==> src/rtl/perf_pkg.sv <==
// ----------------------------------------------------------------------------
// perf_pkg
// Shared definitions for the performance counter block.
//   state_t   : control FSM encoding (IDLE=0, RUN=1, FROZEN=2)
//   RD_SEL_W  : width of the read-select bus
// ----------------------------------------------------------------------------
package perf_pkg;

    localparam int RD_SEL_W = 5;

    typedef enum logic [1:0] {
        ST_IDLE   = 2'd0,
        ST_RUN    = 2'd1,
        ST_FROZEN = 2'd2
    } state_t;

endpackage

==> src/rtl/perf_cnt_ch.sv <==
// ----------------------------------------------------------------------------
// perf_cnt_ch
// One event counter with a sticky overflow flag.
// Configuration macro: PERF_SAT_EN
//   defined   -> counter saturates at all-ones
//   undefined -> counter wraps from all-ones to zero
// In both builds an increment attempted at all-ones sets the sticky ovf flag.
// Ports:
//   clk    in   clock, rising edge
//   rst_n  in   synchronous active-low reset
//   clr    in   zero count and ovf (wins over inc)
//   inc    in   add one this cycle
//   count  out  current count value
//   ovf    out  sticky overflow flag
// ----------------------------------------------------------------------------
module perf_cnt_ch #(
    parameter int CNT_W = 32
) (
    input  logic             clk,
    input  logic             rst_n,
    input  logic             clr,
    input  logic             inc,
    output logic [CNT_W-1:0] count,
    output logic             ovf
);

    logic [CNT_W-1:0] count_q, count_d;
    logic             ovf_q, ovf_d;
    logic             at_max;

    assign at_max = &count_q;

    always_comb begin
        count_d = count_q;
        ovf_d   = ovf_q;
        if (clr) begin
            count_d = '0;
            ovf_d   = 1'b0;
        end else if (inc) begin
            if (at_max) begin
                ovf_d = 1'b1;
`ifdef PERF_SAT_EN
                count_d = count_q;
`else
                count_d = '0;
`endif
            end else begin
                count_d = count_q + CNT_W'(1);
            end
        end
    end

    always_ff @(posedge clk) begin
        if (!rst_n) begin
            count_q <= '0;
            ovf_q   <= 1'b0;
        end else begin
            count_q <= count_d;
            ovf_q   <= ovf_d;
        end
    end

    assign count = count_q;
    assign ovf   = ovf_q;

endmodule

==> src/rtl/perf_counters.sv <==
// ----------------------------------------------------------------------------
// perf_counters
// NUM_CH event counters plus one free-running cycle counter, all gated by a
// small IDLE/RUN/FROZEN control FSM, with a registered one-cycle read port.
// Configuration macro: PERF_SAT_EN (saturate instead of wrap, see perf_cnt_ch)
// Parameters:
//   NUM_CH  number of event channels (1..16)
//   CNT_W   counter width (8..48)
// Ports:
//   clk       in   clock, rising edge
//   rst_n     in   synchronous active-low reset
//   start     in   pulse: IDLE -> RUN
//   halt      in   pulse: RUN -> FROZEN
//   clear     in   pulse: zero counters/ovf, go to IDLE (highest priority)
//   event_in  in   per-channel event strobes
//   rd_en     in   read request
//   rd_sel    in   channel select; NUM_CH selects the cycle counter
//   rd_data   out  read result (one cycle after rd_en)
//   rd_valid  out  qualifies rd_data
//   rd_err    out  rd_sel was out of range
//   ovf       out  sticky overflow flags; bit NUM_CH is the cycle counter
//   state_o   out  current FSM state encoding
// ----------------------------------------------------------------------------
module perf_counters
    import perf_pkg::*;
#(
    parameter int NUM_CH = 4,
    parameter int CNT_W  = 32
) (
    input  logic                clk,
    input  logic                rst_n,
    input  logic                start,
    input  logic                halt,
    input  logic                clear,
    input  logic [NUM_CH-1:0]   event_in,
    input  logic                rd_en,
    input  logic [RD_SEL_W-1:0] rd_sel,
    output logic [CNT_W-1:0]    rd_data,
    output logic                rd_valid,
    output logic                rd_err,
    output logic [NUM_CH:0]     ovf,
    output logic [1:0]          state_o
);

    state_t state_q, state_d;

    logic             count_en;
    logic [NUM_CH:0]  inc_vec;
    logic [CNT_W-1:0] cnt [NUM_CH+1];

    logic [CNT_W-1:0] rd_mux;
    logic             rd_oor;
    logic [CNT_W-1:0] rd_data_q, rd_data_d;
    logic             rd_valid_q, rd_valid_d;
    logic             rd_err_q, rd_err_d;

    // ---------------- FSM: state register ----------------
    always_ff @(posedge clk) begin
        if (!rst_n) begin
            state_q <= ST_IDLE;
        end else begin
            state_q <= state_d;
        end
    end

    // ---------------- FSM: next state ----------------
    always_comb begin
        state_d = state_q;
        if (clear) begin
            state_d = ST_IDLE;
        end else begin
            case (state_q)
                ST_IDLE:   if (start) state_d = ST_RUN;
                ST_RUN:    if (halt)  state_d = ST_FROZEN;
                ST_FROZEN: state_d = ST_FROZEN;
                default:   state_d = ST_IDLE;
            endcase
        end
    end

    // ---------------- FSM: outputs ----------------
    // Counting keys off the registered state only: the start cycle is still
    // IDLE (no count) and the halt cycle is still RUN (counts once more).
    always_comb begin
        count_en = (state_q == ST_RUN);
        state_o  = state_q;
        inc_vec  = {count_en, event_in & {NUM_CH{count_en}}};
    end

    // ---------------- counters ----------------
    // Index NUM_CH is the cycle counter; its increment is just count_en.
    for (genvar g = 0; g <= NUM_CH; g++) begin : g_cnt
        perf_cnt_ch #(
            .CNT_W (CNT_W)
        ) u_cnt (
            .clk   (clk),
            .rst_n (rst_n),
            .clr   (clear),
            .inc   (inc_vec[g]),
            .count (cnt[g]),
            .ovf   (ovf[g])
        );
    end

    // ---------------- read port ----------------
    // The mux reads the counter registers, so a read alongside an increment
    // returns the value before that increment lands.
    always_comb begin
        rd_oor = (rd_sel > RD_SEL_W'(NUM_CH));
        rd_mux = '0;
        for (int i = 0; i <= NUM_CH; i++) begin
            if (rd_sel == RD_SEL_W'(i)) begin
                rd_mux = cnt[i];
            end
        end
        rd_valid_d = rd_en;
        rd_err_d   = rd_en && rd_oor;
        rd_data_d  = (rd_en && !rd_oor) ? rd_mux : '0;
    end

    always_ff @(posedge clk) begin
        if (!rst_n) begin
            rd_data_q  <= '0;
            rd_valid_q <= 1'b0;
            rd_err_q   <= 1'b0;
        end else begin
            rd_data_q  <= rd_data_d;
            rd_valid_q <= rd_valid_d;
            rd_err_q   <= rd_err_d;
        end
    end

    assign rd_data  = rd_data_q;
    assign rd_valid = rd_valid_q;
    assign rd_err   = rd_err_q;

endmodule

==> config.mk <==
export PLATFORM = sky130hd
export DESIGN_NAME = perf_counters
export DESIGN_NICKNAME = d
export VERILOG_FILES = /design/src/rtl/perf_pkg.sv /design/src/rtl/perf_cnt_ch.sv /design/src/rtl/perf_counters.sv
export SDC_FILE = /design/constraint.sdc
export NUM_CORES = 1
export LEC_CHECK = 0
export CAP_MARGIN = 20
export CORE_MARGIN = 3
export CORE_UTILIZATION = 28
export CTS_CLUSTER_SIZE = 16
export DETAILED_ROUTE_END_ITERATION = 10
export GPL_ROUTABILITY_DRIVEN = 0
export HOLD_SLACK_MARGIN = 0.03
export SYNTH_ARGS = -nofsm -noshare
export SYNTH_HDL_FRONTEND = slang
export SYNTH_HIERARCHICAL = 1
export SYNTH_SLANG_ARGS = --single-unit
==> constraint.sdc <==
create_clock -name clk -period 3.75 [get_ports clk]
set_clock_uncertainty 0.05 [all_clocks]
set_input_delay 0.75 -clock clk [delete_from_list [all_inputs] [get_ports clk]]
set_output_delay 0.75 -clock clk [all_outputs]
set_load 0.1 [all_outputs]
==> results of run 1 <==
==> final timing paths <==
kind	startpoint	to	slack, ns	cells past startpoint
worst max register to register	state_o[1]	g_cnt[2].u_cnt/count[6]	1.06	8
worst max-delay path	g_cnt[4].u_cnt/ovf	ovf[4]	0.85	1
worst min register to register	g_cnt[1].u_cnt/ovf	g_cnt[1].u_cnt/ovf	0.44	2
worst min-delay path	g_cnt[1].u_cnt/ovf	g_cnt[1].u_cnt/ovf	0.44	2
==> cell usage after synthesis (2+ instances only) <==
cell type	n	area [sq um]
sky130_fd_sc_hd__nor4_1	10	62.6
sky130_fd_sc_hd__nor3_2	6	60.1
sky130_fd_sc_hd__clkbuf_1	21	78.8
sky130_fd_sc_hd__nand4_2	5	62.6
sky130_fd_sc_hd__nor2_1	208	781
sky130_fd_sc_hd__buf_2	38	190
sky130_fd_sc_hd__a311oi_2	8	120
sky130_fd_sc_hd__xor2_1	70	613
sky130_fd_sc_hd__nand4_1	65	407
sky130_fd_sc_hd__a31o_2	5	43.8
sky130_fd_sc_hd__a311oi_1	24	210
sky130_fd_sc_hd__ha_1	7	87.6
sky130_fd_sc_hd__mux2_2	10	113
sky130_fd_sc_hd__nand2_4	5	56.3
sky130_fd_sc_hd__o211ai_1	32	240
sky130_fd_sc_hd__nor2b_1	2	12.5
sky130_fd_sc_hd__and4_1	15	131
sky130_fd_sc_hd__a21oi_1	6	30.0
sky130_fd_sc_hd__nand2b_1	5	31.3
sky130_fd_sc_hd__or3_2	5	37.5
sky130_fd_sc_hd__xnor2_1	85	744
sky130_fd_sc_hd__buf_6	12	135
sky130_fd_sc_hd__mux2_1	22	248
sky130_fd_sc_hd__nand3_1	87	435
sky130_fd_sc_hd__or4_4	5	56.3
sky130_fd_sc_hd__nand2_1	51	191
sky130_fd_sc_hd__nor4_4	10	213
sky130_fd_sc_hd__and3_1	25	156
sky130_fd_sc_hd__dfxtp_1	201	4020
sky130_fd_sc_hd__o21ai_0	33	165
sky130_fd_sc_hd__and2_1	11	68.8
sky130_fd_sc_hd__nor2_2	22	138
sky130_fd_sc_hd__inv_1	50	188
sky130_fd_sc_hd__nor4_2	15	188
sky130_fd_sc_hd__nor3_1	30	150
sky130_fd_sc_hd__mux2i_1	6	60.1
==> registers in the layout, summed over array words and instances, names as in the netlist <==
register and flops:
rd_err 1, g_cnt.u_cnt/count 160, state_o 2, rd_valid 1, g_cnt.u_cnt/ovf 5, rd_data 32
==> where the power goes <==
| part | total, W | internal [W] | switching, W |
|---|---|---|---|
| logic | 0.000174 | 0.0000477 | 0.000126 |
| clock network | 0.00224 | 0.00134 | 0.000901 |
| registers | 0.00214 | 0.00214 | 0.00000348 |
==> metal layers <==
layer	part of all wire [%]	GRT usage (%)	routed length, microns
met2	45	22.9	13500
met1	46	19.9	13800
met5	0	0	0
met4	3.7	5.24	1100
met3	4.6	1.88	1360
==> through the flow <==
stage / instance area [sq um] / power [W] / utilization, % / hold WS, ns / std cells
global placement: 11400 / 0.00236 / 31.0 / 0.415 / 1718
CTS: 12200 / 0.00460 / 33.0 / 0.440 / 1761
detailed placement: 11400 / 0.00236 / 31.0 / 0.415 / 1718
global route: 12200 / 0.00471 / 33.0 / 0.492 / 1761
floorplan: 10600 / 0.00232 / - / 0.420 / 1219
finish: 12200 / 0.00456 / 33.0 / 0.438 / 1761
==> kinds of logic after synthesis <==
group	synth area share [%]
buf+inv	5.63
simple gates	31.0
flops	38.0
fa+ha+maj	0.828
xor+xnor	12.8
compound gates	7.70
mux	3.97
==> layout make-up <==
type                       count  area share (%)
multi-input combinational    896            48.9
sequential                   201            33.0
clock buffer                  40            6.08
timing repair buffer          67            5.17
tap                          504            5.17
inverter                      50            1.54
clock inverter                 3           0.123
==> worst min-delay path: stages (launching register included) <==
cell                      delay, ns
sky130_fd_sc_hd__dfxtp_1       0.33
sky130_fd_sc_hd__a21oi_1       0.04
sky130_fd_sc_hd__nor2_1        0.08
==> run_summary.xml, run 1 <==
<?xml version="1.0" encoding="UTF-8"?>
<metrics>
  <group name="clock_network">
    <metric name="clock_latency" unit="ns">0.52</metric>
    <metric name="postCtsHoldBufs" unit="">0</metric>
    <metric name="tritoncts_buffers" unit="">24</metric>
    <metric name="root_buffer" unit="">sky130_fd_sc_hd__clkbuf_16</metric>
    <metric name="clock_tree_from_tritoncts" unit="">yes</metric>
    <metric name="clockBufferDepth" unit="">3</metric>
    <metric name="cts_sinks" unit="">201</metric>
    <metric name="clock_tree.htree_level_count" unit="">1</metric>
    <metric name="post_cts_resized" unit="">0</metric>
    <metric name="cts.clk_slew.worst_paths" unit="ns">0.06</metric>
    <metric name="post-cts-setup-buffers" unit="">0</metric>
  </group>
  <group name="placed_design">
    <metric name="port_buffers" unit="">55</metric>
    <metric name="placement.setup.worst_slack" unit="ns">0.518</metric>
    <metric name="place.detailed.hpwl" unit="microns">22300</metric>
  </group>
  <group name="finish">
    <metric name="layout.cells.most_common" unit="">sky130_fd_sc_hd__nor2_1</metric>
    <metric name="sequential_cell_area" unit="sq um">4020</metric>
    <metric name="fillers" unit="">3910</metric>
    <metric name="area_growth_syn_to_layout" unit="%">15.3</metric>
    <metric name="drive_gt1_share" unit="%">11.7</metric>
    <metric name="layout.cells.most_common_list" unit="">sky130_fd_sc_hd__nor2_1, sky130_fd_sc_hd__dfxtp_1, sky130_fd_sc_hd__nand3_1</metric>
    <metric name="fin_nets" unit="">1262</metric>
    <metric name="footprint_of_the_multi_input_gates" unit="sq um">5970</metric>
    <metric name="antenna-diode-count" unit="">0</metric>
  </group>
  <group name="synthesis">
    <metric name="netlist-cell-type-count" unit="">43</metric>
    <metric name="syn_area" unit="sq um">10600</metric>
    <metric name="syn_inst" unit="">1219</metric>
    <metric name="mean_area_per_synthesized_cell" unit="sq um">8.68</metric>
    <metric name="ys_seq_area_share" unit="%">38.0</metric>
    <metric name="ys_dominant_reg_cell" unit="">sky130_fd_sc_hd__dfxtp_1</metric>
    <metric name="yosysWarnings" unit="">6</metric>
    <metric name="post_synth_edffs" unit="">0</metric>
    <metric name="ys_ff_latch" unit="">201</metric>
    <metric name="async_flop_share" unit="%">0</metric>
    <metric name="synth_nets" unit="">1241</metric>
  </group>
  <group name="setup_path">
    <metric name="critPathMaxFanout" unit="">2</metric>
    <metric name="worstSetupEndpointType" unit="">output port</metric>
    <metric name="timing_worst_setup_path_type" unit="">reg2out</metric>
    <metric name="cpPeakStageDelay" unit="ns">1.17</metric>
    <metric name="crit_buf_inv" unit="">1</metric>
    <metric name="cp-start-kind" unit="">flop</metric>
    <metric name="critPathArrivalTime" unit="ns">2.10</metric>
    <metric name="path_delay_family" unit="">buffers and inverters</metric>
    <metric name="critical-path-slowest-cell" unit="">sky130_fd_sc_hd__clkdlybuf4s50_1</metric>
    <metric name="critical_path_required" unit="ns">2.95</metric>
    <metric name="cp_cell_sequence" unit="">clkdlybuf4s50_1</metric>
  </group>
  <group name="timing">
    <metric name="postLayoutSetupSlackWorst" unit="ns">0.846</metric>
    <metric name="final-setup-viol-count" unit="">0</metric>
    <metric name="layout_worst_path_cycle_share" unit="%">77.4</metric>
    <metric name="tns" unit="ns">0</metric>
    <metric name="rsz_0062_raised_after_global_routing" unit="">no</metric>
    <metric name="slew_headroom" unit="%">31.7</metric>
    <metric name="timing_worst_slew_pin_value" unit="ns">1.02</metric>
    <metric name="final-max-slew-violation-count" unit="">0</metric>
    <metric name="timing.final.hold_violations" unit="">0</metric>
    <metric name="achievable-frequency" unit="MHz">344</metric>
    <metric name="post-route-min-period" unit="ns">2.90</metric>
  </group>
  <group name="global_routing">
    <metric name="grt_start_max_net_pins" unit="">65</metric>
    <metric name="grt_util_all_layers" unit="%">14.3</metric>
    <metric name="global_route.overflow_total" unit="">0</metric>
    <metric name="grt_antenna_before_repair" unit="">1</metric>
    <metric name="grt_first_pass_wirelength" unit="microns">46500</metric>
    <metric name="first_global_vias" unit="">7928</metric>
  </group>
  <group name="drt">
    <metric name="detailedRoute.firstPassIterationCount" unit="">5</metric>
    <metric name="remaining_drc_errors" unit="">0</metric>
    <metric name="wl_per_cell" unit="microns">16.9</metric>
    <metric name="vias_per_cell" unit="">4.89</metric>
    <metric name="route.final.wire_length" unit="microns">29800</metric>
    <metric name="ant_nets" unit="">0</metric>
    <metric name="routed-via-count" unit="">8610</metric>
    <metric name="drt_iter0_markers" unit="">643</metric>
  </group>
  <group name="floorplan">
    <metric name="die_width" unit="microns">200</metric>
    <metric name="chipHeight" unit="microns">200</metric>
    <metric name="design.portCount" unit="">56</metric>
    <metric name="core_area" unit="sq um">37000</metric>
    <metric name="rows" unit="">70</metric>
    <metric name="die_area" unit="sq um">40200</metric>
    <metric name="initial_utilization" unit="%">28.6</metric>
  </group>
  <group name="worst_hold_path">
    <metric name="worstHoldPathType" unit="">reg2reg</metric>
  </group>
  <group name="pwr">
    <metric name="power_density" unit="nW/um^2">373</metric>
    <metric name="worst_ir_drop_vdd" unit="mV">0.362</metric>
    <metric name="total_leakage_power" unit="nW">3.91</metric>
  </group>
  <group name="flow_run">
    <metric name="max_cap_viol_count" unit="">0</metric>
  </group>
  <group name="run_status">
    <metric name="run_status" unit="">finished, final reports clean</metric>
  </group>
</metrics>
Power figures use the tool's default switching activity.
==> run 2, diff against run 1 <==
clock period = 2.4 ns   (was 3.75 ns; I/O delays follow)
==> run_summary.xml, run 2 (synthesis gave the netlist of run 1 again) <==
<?xml version="1.0" encoding="UTF-8"?>
<metrics>
  <group name="finish">
    <metric name="area_growth_syn_to_layout" unit="%">21.0</metric>
    <metric name="layout.cells.most_common_list" unit="">sky130_fd_sc_hd__nor2_1, sky130_fd_sc_hd__dfxtp_1, sky130_fd_sc_hd__buf_4</metric>
    <metric name="layout.cells.most_common" unit="">sky130_fd_sc_hd__nor2_1</metric>
    <metric name="drive_gt1_share" unit="%">18.9</metric>
    <metric name="largest_register_ff_count" unit="">160</metric>
    <metric name="final_core_util" unit="%">34.6</metric>
    <metric name="fillers" unit="">3870</metric>
    <metric name="fin_nets" unit="">1315</metric>
  </group>
  <group name="timing">
    <metric name="tns" unit="ns">0</metric>
    <metric name="layout_worst_path_cycle_share" unit="%">90.5</metric>
    <metric name="final-max-slew-violation-count" unit="">0</metric>
    <metric name="slew_headroom" unit="%">65.4</metric>
    <metric name="postLayoutSetupSlackWorst" unit="ns">0.229</metric>
    <metric name="achievable-frequency" unit="MHz">461</metric>
    <metric name="finalHoldWorstSlack" unit="ns">0.420</metric>
    <metric name="rsz_0062_raised_after_global_routing" unit="">no</metric>
    <metric name="timing.final.hold_violations" unit="">0</metric>
    <metric name="final-setup-viol-count" unit="">0</metric>
    <metric name="timing_worst_slew_pin_value" unit="ns">0.517</metric>
    <metric name="post-route-min-period" unit="ns">2.17</metric>
  </group>
  <group name="setup_path">
    <metric name="critical_path_required" unit="ns">2.76</metric>
    <metric name="critPathArrivalTime" unit="ns">2.53</metric>
    <metric name="reg2reg_slack" unit="ns">0.23</metric>
    <metric name="ff2ff_path_depth" unit="">9</metric>
    <metric name="critPathMaxFanout" unit="">6</metric>
    <metric name="cp-start-kind" unit="">flop</metric>
    <metric name="cp-startpoint" unit="">state_o[1]</metric>
    <metric name="reg2reg_from" unit="">state_o[1]</metric>
    <metric name="worstSetupEndpointType" unit="">flop</metric>
    <metric name="reg2reg_to" unit="">g_cnt[2].u_cnt/count[28]</metric>
    <metric name="timing_worst_setup_path_type" unit="">reg2reg</metric>
  </group>
  <group name="run_status">
    <metric name="run_status" unit="">finished, final reports clean</metric>
  </group>
  <group name="pwr">
    <metric name="sw_frac_of_total" unit="%">22.2</metric>
    <metric name="seqPwrFrac" unit="%">43.6</metric>
    <metric name="power.share.combinational" unit="%">4.3</metric>
    <metric name="total_leakage_power" unit="nW">4.39</metric>
    <metric name="worst_ir_drop_vdd" unit="mV">0.478</metric>
    <metric name="cellInternalPower" unit="W">0.00598</metric>
    <metric name="share_of_total_power_in_the_clock_network" unit="%">52.1</metric>
    <metric name="power_density" unit="nW/um^2">600</metric>
    <metric name="switchingPower" unit="W">0.00170</metric>
  </group>
  <group name="drt">
    <metric name="routed-via-count" unit="">8945</metric>
    <metric name="remaining_drc_errors" unit="">0</metric>
    <metric name="route.final.wire_length" unit="microns">30700</metric>
    <metric name="ant_nets" unit="">0</metric>
    <metric name="detailedRoute.firstPassIterationCount" unit="">5</metric>
    <metric name="drt_iter0_markers" unit="">900</metric>
    <metric name="vias_per_cell" unit="">4.93</metric>
    <metric name="wl_per_cell" unit="microns">16.9</metric>
  </group>
  <group name="clock_network">
    <metric name="root_buffer" unit="">sky130_fd_sc_hd__clkbuf_16</metric>
    <metric name="clock_tree_from_tritoncts" unit="">yes</metric>
    <metric name="clock_tree.htree_level_count" unit="">1</metric>
    <metric name="clock_latency" unit="ns">0.53</metric>
    <metric name="cts.clk_slew.worst_paths" unit="ns">0.06</metric>
    <metric name="cts_sinks" unit="">201</metric>
    <metric name="postCtsHoldBufs" unit="">0</metric>
    <metric name="tritoncts_buffers" unit="">24</metric>
    <metric name="clockBufferDepth" unit="">3</metric>
    <metric name="post_cts_resized" unit="">0</metric>
    <metric name="post-cts-setup-buffers" unit="">0</metric>
  </group>
  <group name="global_routing">
    <metric name="grt_util_all_layers" unit="%">14.7</metric>
    <metric name="first_global_vias" unit="">8306</metric>
    <metric name="global_route.overflow_total" unit="">0</metric>
    <metric name="grt_start_max_net_pins" unit="">65</metric>
    <metric name="grt_first_pass_wirelength" unit="microns">48200</metric>
    <metric name="grt_antenna_before_repair" unit="">0</metric>
  </group>
  <group name="placed_design">
    <metric name="port_buffers" unit="">55</metric>
    <metric name="place.detailed.hpwl" unit="microns">23200</metric>
    <metric name="placement.setup.worst_slack" unit="ns">0.0953</metric>
  </group>
  <group name="floorplan">
    <metric name="rows" unit="">70</metric>
    <metric name="die_width" unit="microns">200</metric>
    <metric name="core_area" unit="sq um">37000</metric>
    <metric name="die_area" unit="sq um">40200</metric>
    <metric name="design.portCount" unit="">56</metric>
    <metric name="initial_utilization" unit="%">28.6</metric>
    <metric name="chipHeight" unit="microns">200</metric>
  </group>
  <group name="worst_hold_path">
    <metric name="holdPathStages" unit="">4</metric>
    <metric name="whs_endpoint" unit="">rd_err</metric>
    <metric name="hold_path_startpoint" unit="">rd_sel[0]</metric>
    <metric name="worstHoldPathType" unit="">in2reg</metric>
  </group>
  <group name="flow_run">
    <metric name="max_cap_viol_count" unit="">0</metric>
  </group>
</metrics>
[run 2: cell types whose count changed in the layout (fill, tap and decap cells not counted), sizes merged]
| cell | before | now |
|---|---|---|
| diode | 0 | 1 |
| bufinv | 0 | 5 |
| buf | 14 | 108 |
| inv | 50 | 52 |
| clkinv | 3 | 4 |
| clkbuf | 40 | 33 |
| clkdlybuf4s50 | 53 | 12 |
[run 2: per-layer routing]
metal	up-vias	track usage, %	wire, microns
met3	40	1.91	1420
met4	0	3.76	763
met1	4268	20.8	14400
met2	213	23.8	14000
li1	4424	-	-
met5	-	0	0
[run 2: power groups by stage]
| stage | Combinational (W) | Clock (W) | Sequential [W] |
|---|---|---|---|
| after floorplan | 0.000169 | 0 | 0.00345 |
| after global placement | 0.000330 | 0 | 0.00342 |
| after detailed placement | 0.000332 | 0 | 0.00342 |
| after CTS | 0.000332 | 0.00406 | 0.00335 |
| after global routing | 0.000356 | 0.00419 | 0.00335 |
| final | 0.000333 | 0.00400 | 0.00335 |
[run 2: how the worst max path moves through the flow]
stage | endpoint | slack, ns | depth (start not counted)
after floorplan | g_cnt[3].u_cnt/count[0] | 0.06 | 11
after global placement | rd_data[9] | 0.1 | 5
after detailed placement | rd_data[9] | 0.1 | 5
after CTS | g_cnt[2].u_cnt/count[28] | 0.19 | 9
after global routing | g_cnt[1].u_cnt/count[20] | 0.07 | 10
final | g_cnt[2].u_cnt/count[28] | 0.23 | 9
[run 2: critical path: stages, from the launching register on]
cell                      delay, ns
sky130_fd_sc_hd__dfxtp_2       0.32
sky130_fd_sc_hd__inv_1         0.07
sky130_fd_sc_hd__ha_1          0.21
sky130_fd_sc_hd__buf_4         0.17
sky130_fd_sc_hd__and2_1        0.22
sky130_fd_sc_hd__and3_1        0.24
sky130_fd_sc_hd__and3_1        0.32
sky130_fd_sc_hd__nand4_1       0.15
sky130_fd_sc_hd__xnor2_1       0.16
sky130_fd_sc_hd__and2_1        0.15
[run 2: final cells by class]
class | instances | area [sq um] | share of cell area [%]
clock buffer | 33 | 674 | 5.27
antenna | 1 | 2.50 | 0.0195
inverter | 50 | 188 | 1.47
tap | 504 | 631 | 4.93
sequential | 201 | 4030 | 31.5
clock inverter | 11 | 196 | 1.53
multi-input combinational | 896 | 5970 | 46.6
timing repair buffer | 120 | 1110 | 8.70
[run 2: through the flow]
| step | power, W | instance area, sq um | cells |
|---|---|---|---|
| 6_report | 0.00768 | 12800 | 1816 |
| 5_1_grt | 0.00789 | 12800 | 1815 |
| 3_3_place_gp | 0.00375 | 11900 | 1771 |
| 3_5_place_dp | 0.00375 | 11900 | 1771 |
| 4_1_cts | 0.00774 | 12800 | 1815 |
| 2_1_floorplan | 0.00362 | 10600 | 1219 |
==> run 3, diff against run 2 <==
PLACE_DENSITY_LB_ADDON = 0.12   (was not set)
SETUP_SLACK_MARGIN = 0.02   (was not set)
==> run_summary.xml, run 3 (synthesis gave the netlist of run 1 again) <==
<?xml version="1.0" encoding="UTF-8"?>
<metrics>
  <group name="pwr">
    <metric name="total_leakage_power" unit="nW">4.35</metric>
    <metric name="power_density" unit="nW/um^2">592</metric>
    <metric name="finalPower" unit="W">0.00753</metric>
    <metric name="worst_ir_drop_vdd" unit="mV">0.431</metric>
  </group>
  <group name="setup_path">
    <metric name="cp-start-kind" unit="">flop</metric>
    <metric name="critPathMaxFanout" unit="">11</metric>
    <metric name="worstSetupEndpointType" unit="">flop</metric>
    <metric name="critical_path_required" unit="ns">2.75</metric>
    <metric name="critPathArrivalTime" unit="ns">2.53</metric>
    <metric name="timing_worst_setup_path_type" unit="">reg2reg</metric>
  </group>
  <group name="finish">
    <metric name="drive_gt1_share" unit="%">18.5</metric>
    <metric name="area_growth_syn_to_layout" unit="%">20.1</metric>
    <metric name="layout.cells.most_common" unit="">sky130_fd_sc_hd__nor2_1</metric>
    <metric name="design_area" unit="sq um">12700</metric>
    <metric name="fin_nets" unit="">1312</metric>
    <metric name="final_cell_count_no_fill" unit="">1811</metric>
    <metric name="antenna-diode-count" unit="">0</metric>
    <metric name="layout.cells.most_common_list" unit="">sky130_fd_sc_hd__nor2_1, sky130_fd_sc_hd__dfxtp_1, sky130_fd_sc_hd__buf_4</metric>
    <metric name="largest_register_ff_count" unit="">160</metric>
  </group>
  <group name="floorplan">
    <metric name="rows" unit="">70</metric>
    <metric name="die_width" unit="microns">200</metric>
    <metric name="design.portCount" unit="">56</metric>
    <metric name="die_area" unit="sq um">40200</metric>
    <metric name="chipHeight" unit="microns">200</metric>
    <metric name="initial_utilization" unit="%">28.6</metric>
    <metric name="core_area" unit="sq um">37000</metric>
  </group>
  <group name="run_status">
    <metric name="run_status" unit="">finished, final reports clean</metric>
  </group>
  <group name="timing">
    <metric name="final-max-slew-violation-count" unit="">0</metric>
    <metric name="tns" unit="ns">0</metric>
    <metric name="rsz_0062_raised_after_global_routing" unit="">no</metric>
    <metric name="achievable-frequency" unit="MHz">459</metric>
    <metric name="final-setup-viol-count" unit="">0</metric>
    <metric name="timing.final.hold_violations" unit="">0</metric>
    <metric name="layout_worst_path_cycle_share" unit="%">90.7</metric>
    <metric name="finalHoldWorstSlack" unit="ns">0.427</metric>
    <metric name="slew_headroom" unit="%">64.7</metric>
    <metric name="post-route-min-period" unit="ns">2.18</metric>
    <metric name="timing_worst_slew_pin_value" unit="ns">0.525</metric>
  </group>
  <group name="clock_network">
    <metric name="clock_latency" unit="ns">0.52</metric>
    <metric name="tritoncts_buffers" unit="">25</metric>
    <metric name="clock_tree.htree_level_count" unit="">1</metric>
    <metric name="clockBufferDepth" unit="">3</metric>
    <metric name="cts_sinks" unit="">201</metric>
    <metric name="cts.clk_slew.worst_paths" unit="ns">0.05</metric>
    <metric name="root_buffer" unit="">sky130_fd_sc_hd__clkbuf_16</metric>
    <metric name="clock_tree_from_tritoncts" unit="">yes</metric>
    <metric name="post_cts_resized" unit="">0</metric>
    <metric name="post-cts-setup-buffers" unit="">0</metric>
    <metric name="postCtsHoldBufs" unit="">0</metric>
  </group>
  <group name="drt">
    <metric name="remaining_drc_errors" unit="">0</metric>
    <metric name="drt_iter0_markers" unit="">603</metric>
    <metric name="ant_nets" unit="">0</metric>
    <metric name="routed-via-count" unit="">8607</metric>
    <metric name="wl_per_cell" unit="microns">18.3</metric>
    <metric name="route.final.wire_length" unit="microns">33100</metric>
    <metric name="vias_per_cell" unit="">4.75</metric>
    <metric name="detailedRoute.firstPassIterationCount" unit="">5</metric>
  </group>
  <group name="global_routing">
    <metric name="first_global_vias" unit="">8213</metric>
    <metric name="grt_start_max_net_pins" unit="">65</metric>
    <metric name="global_route.overflow_total" unit="">0</metric>
    <metric name="grt_antenna_before_repair" unit="">0</metric>
    <metric name="grt_first_pass_wirelength" unit="microns">51500</metric>
    <metric name="grt_util_all_layers" unit="%">16.1</metric>
  </group>
  <group name="placed_design">
    <metric name="dp_cells" unit="">1767</metric>
    <metric name="cell_area_placed" unit="sq um">11900</metric>
    <metric name="place.detailed.hpwl" unit="microns">25200</metric>
    <metric name="port_buffers" unit="">55</metric>
  </group>
  <group name="flow_run">
    <metric name="max_cap_viol_count" unit="">0</metric>
  </group>
  <group name="worst_hold_path">
    <metric name="worstHoldPathType" unit="">in2reg</metric>
  </group>
</metrics>
-- run 3: cell count changes in the layout (fill, tap and decap cells not counted), sizes merged --
cell	before	now
buf	108	104
bufinv	5	3
clkbuf	33	37
diode	1	0
inv	52	50
-- run 3: worst paths after layout --
path | start | to | slack [ns] | cells past startpoint
worst max-delay path | state_o[1] | g_cnt[3].u_cnt/count[28] | 0.22 | 9
worst min-delay path | rd_sel[0] | rd_data[7] | 0.43 | 5
worst max register to register | state_o[1] | g_cnt[3].u_cnt/count[28] | 0.22 | 9
worst min register to register | g_cnt[2].u_cnt/ovf | g_cnt[2].u_cnt/ovf | 0.43 | 2
-- run 3: final cells by class --
| cell class | instances | area (sq um) |
|---|---|---|
| Timing Repair Buffer | 116 | 1060 |
| Sequential cell | 201 | 4030 |
| Clock inverter | 7 | 110 |
| Inverter | 50 | 188 |
| Tap cell | 504 | 631 |
| Multi-Input combinational cell | 896 | 5980 |
| Clock buffer | 37 | 721 |
| Fill cell | 3886 | 24200 |
-- run 3: stage by stage --
| step | utilization (%) | setup slack [ns] |
|---|---|---|
| 2_1_floorplan | - | 0.0585 |
| 3_3_place_gp | 32.1 | 0.0456 |
| 3_5_place_dp | 32.1 | 0.0370 |
| 4_1_cts | 34.4 | 0.210 |
| 5_1_grt | 34.4 | 0.0595 |
| 6_report | 34.4 | 0.223 |
-- run 3: critical path, cell delays in order (launching register included) --
cell	delay (ns)
sky130_fd_sc_hd__dfxtp_2	0.32
sky130_fd_sc_hd__inv_1	0.07
sky130_fd_sc_hd__ha_1	0.20
sky130_fd_sc_hd__buf_12	0.17
sky130_fd_sc_hd__and2_1	0.20
sky130_fd_sc_hd__and3_1	0.24
sky130_fd_sc_hd__and3_1	0.35
sky130_fd_sc_hd__nand4_1	0.16
sky130_fd_sc_hd__xnor2_1	0.16
sky130_fd_sc_hd__and2_1	0.15
-- run 3: where the power goes --
group | total (W) | internal, W | switching [W]
clock | 0.00385 | 0.00238 | 0.00147
combinational | 0.000333 | 0.000119 | 0.000214
sequential | 0.00335 | 0.00334 | 0.00000530
total | 0.00753 | 0.00584 | 0.00169
-- run 3: routing by layer --
metal	vias to the layer above	GRT usage [%]	wire, microns
li1	4396	-	-
met1	4054	24.5	17200
met2	126	25.0	14400
met3	31	1.69	1020
met4	0	2.69	522
met5	-	0	0
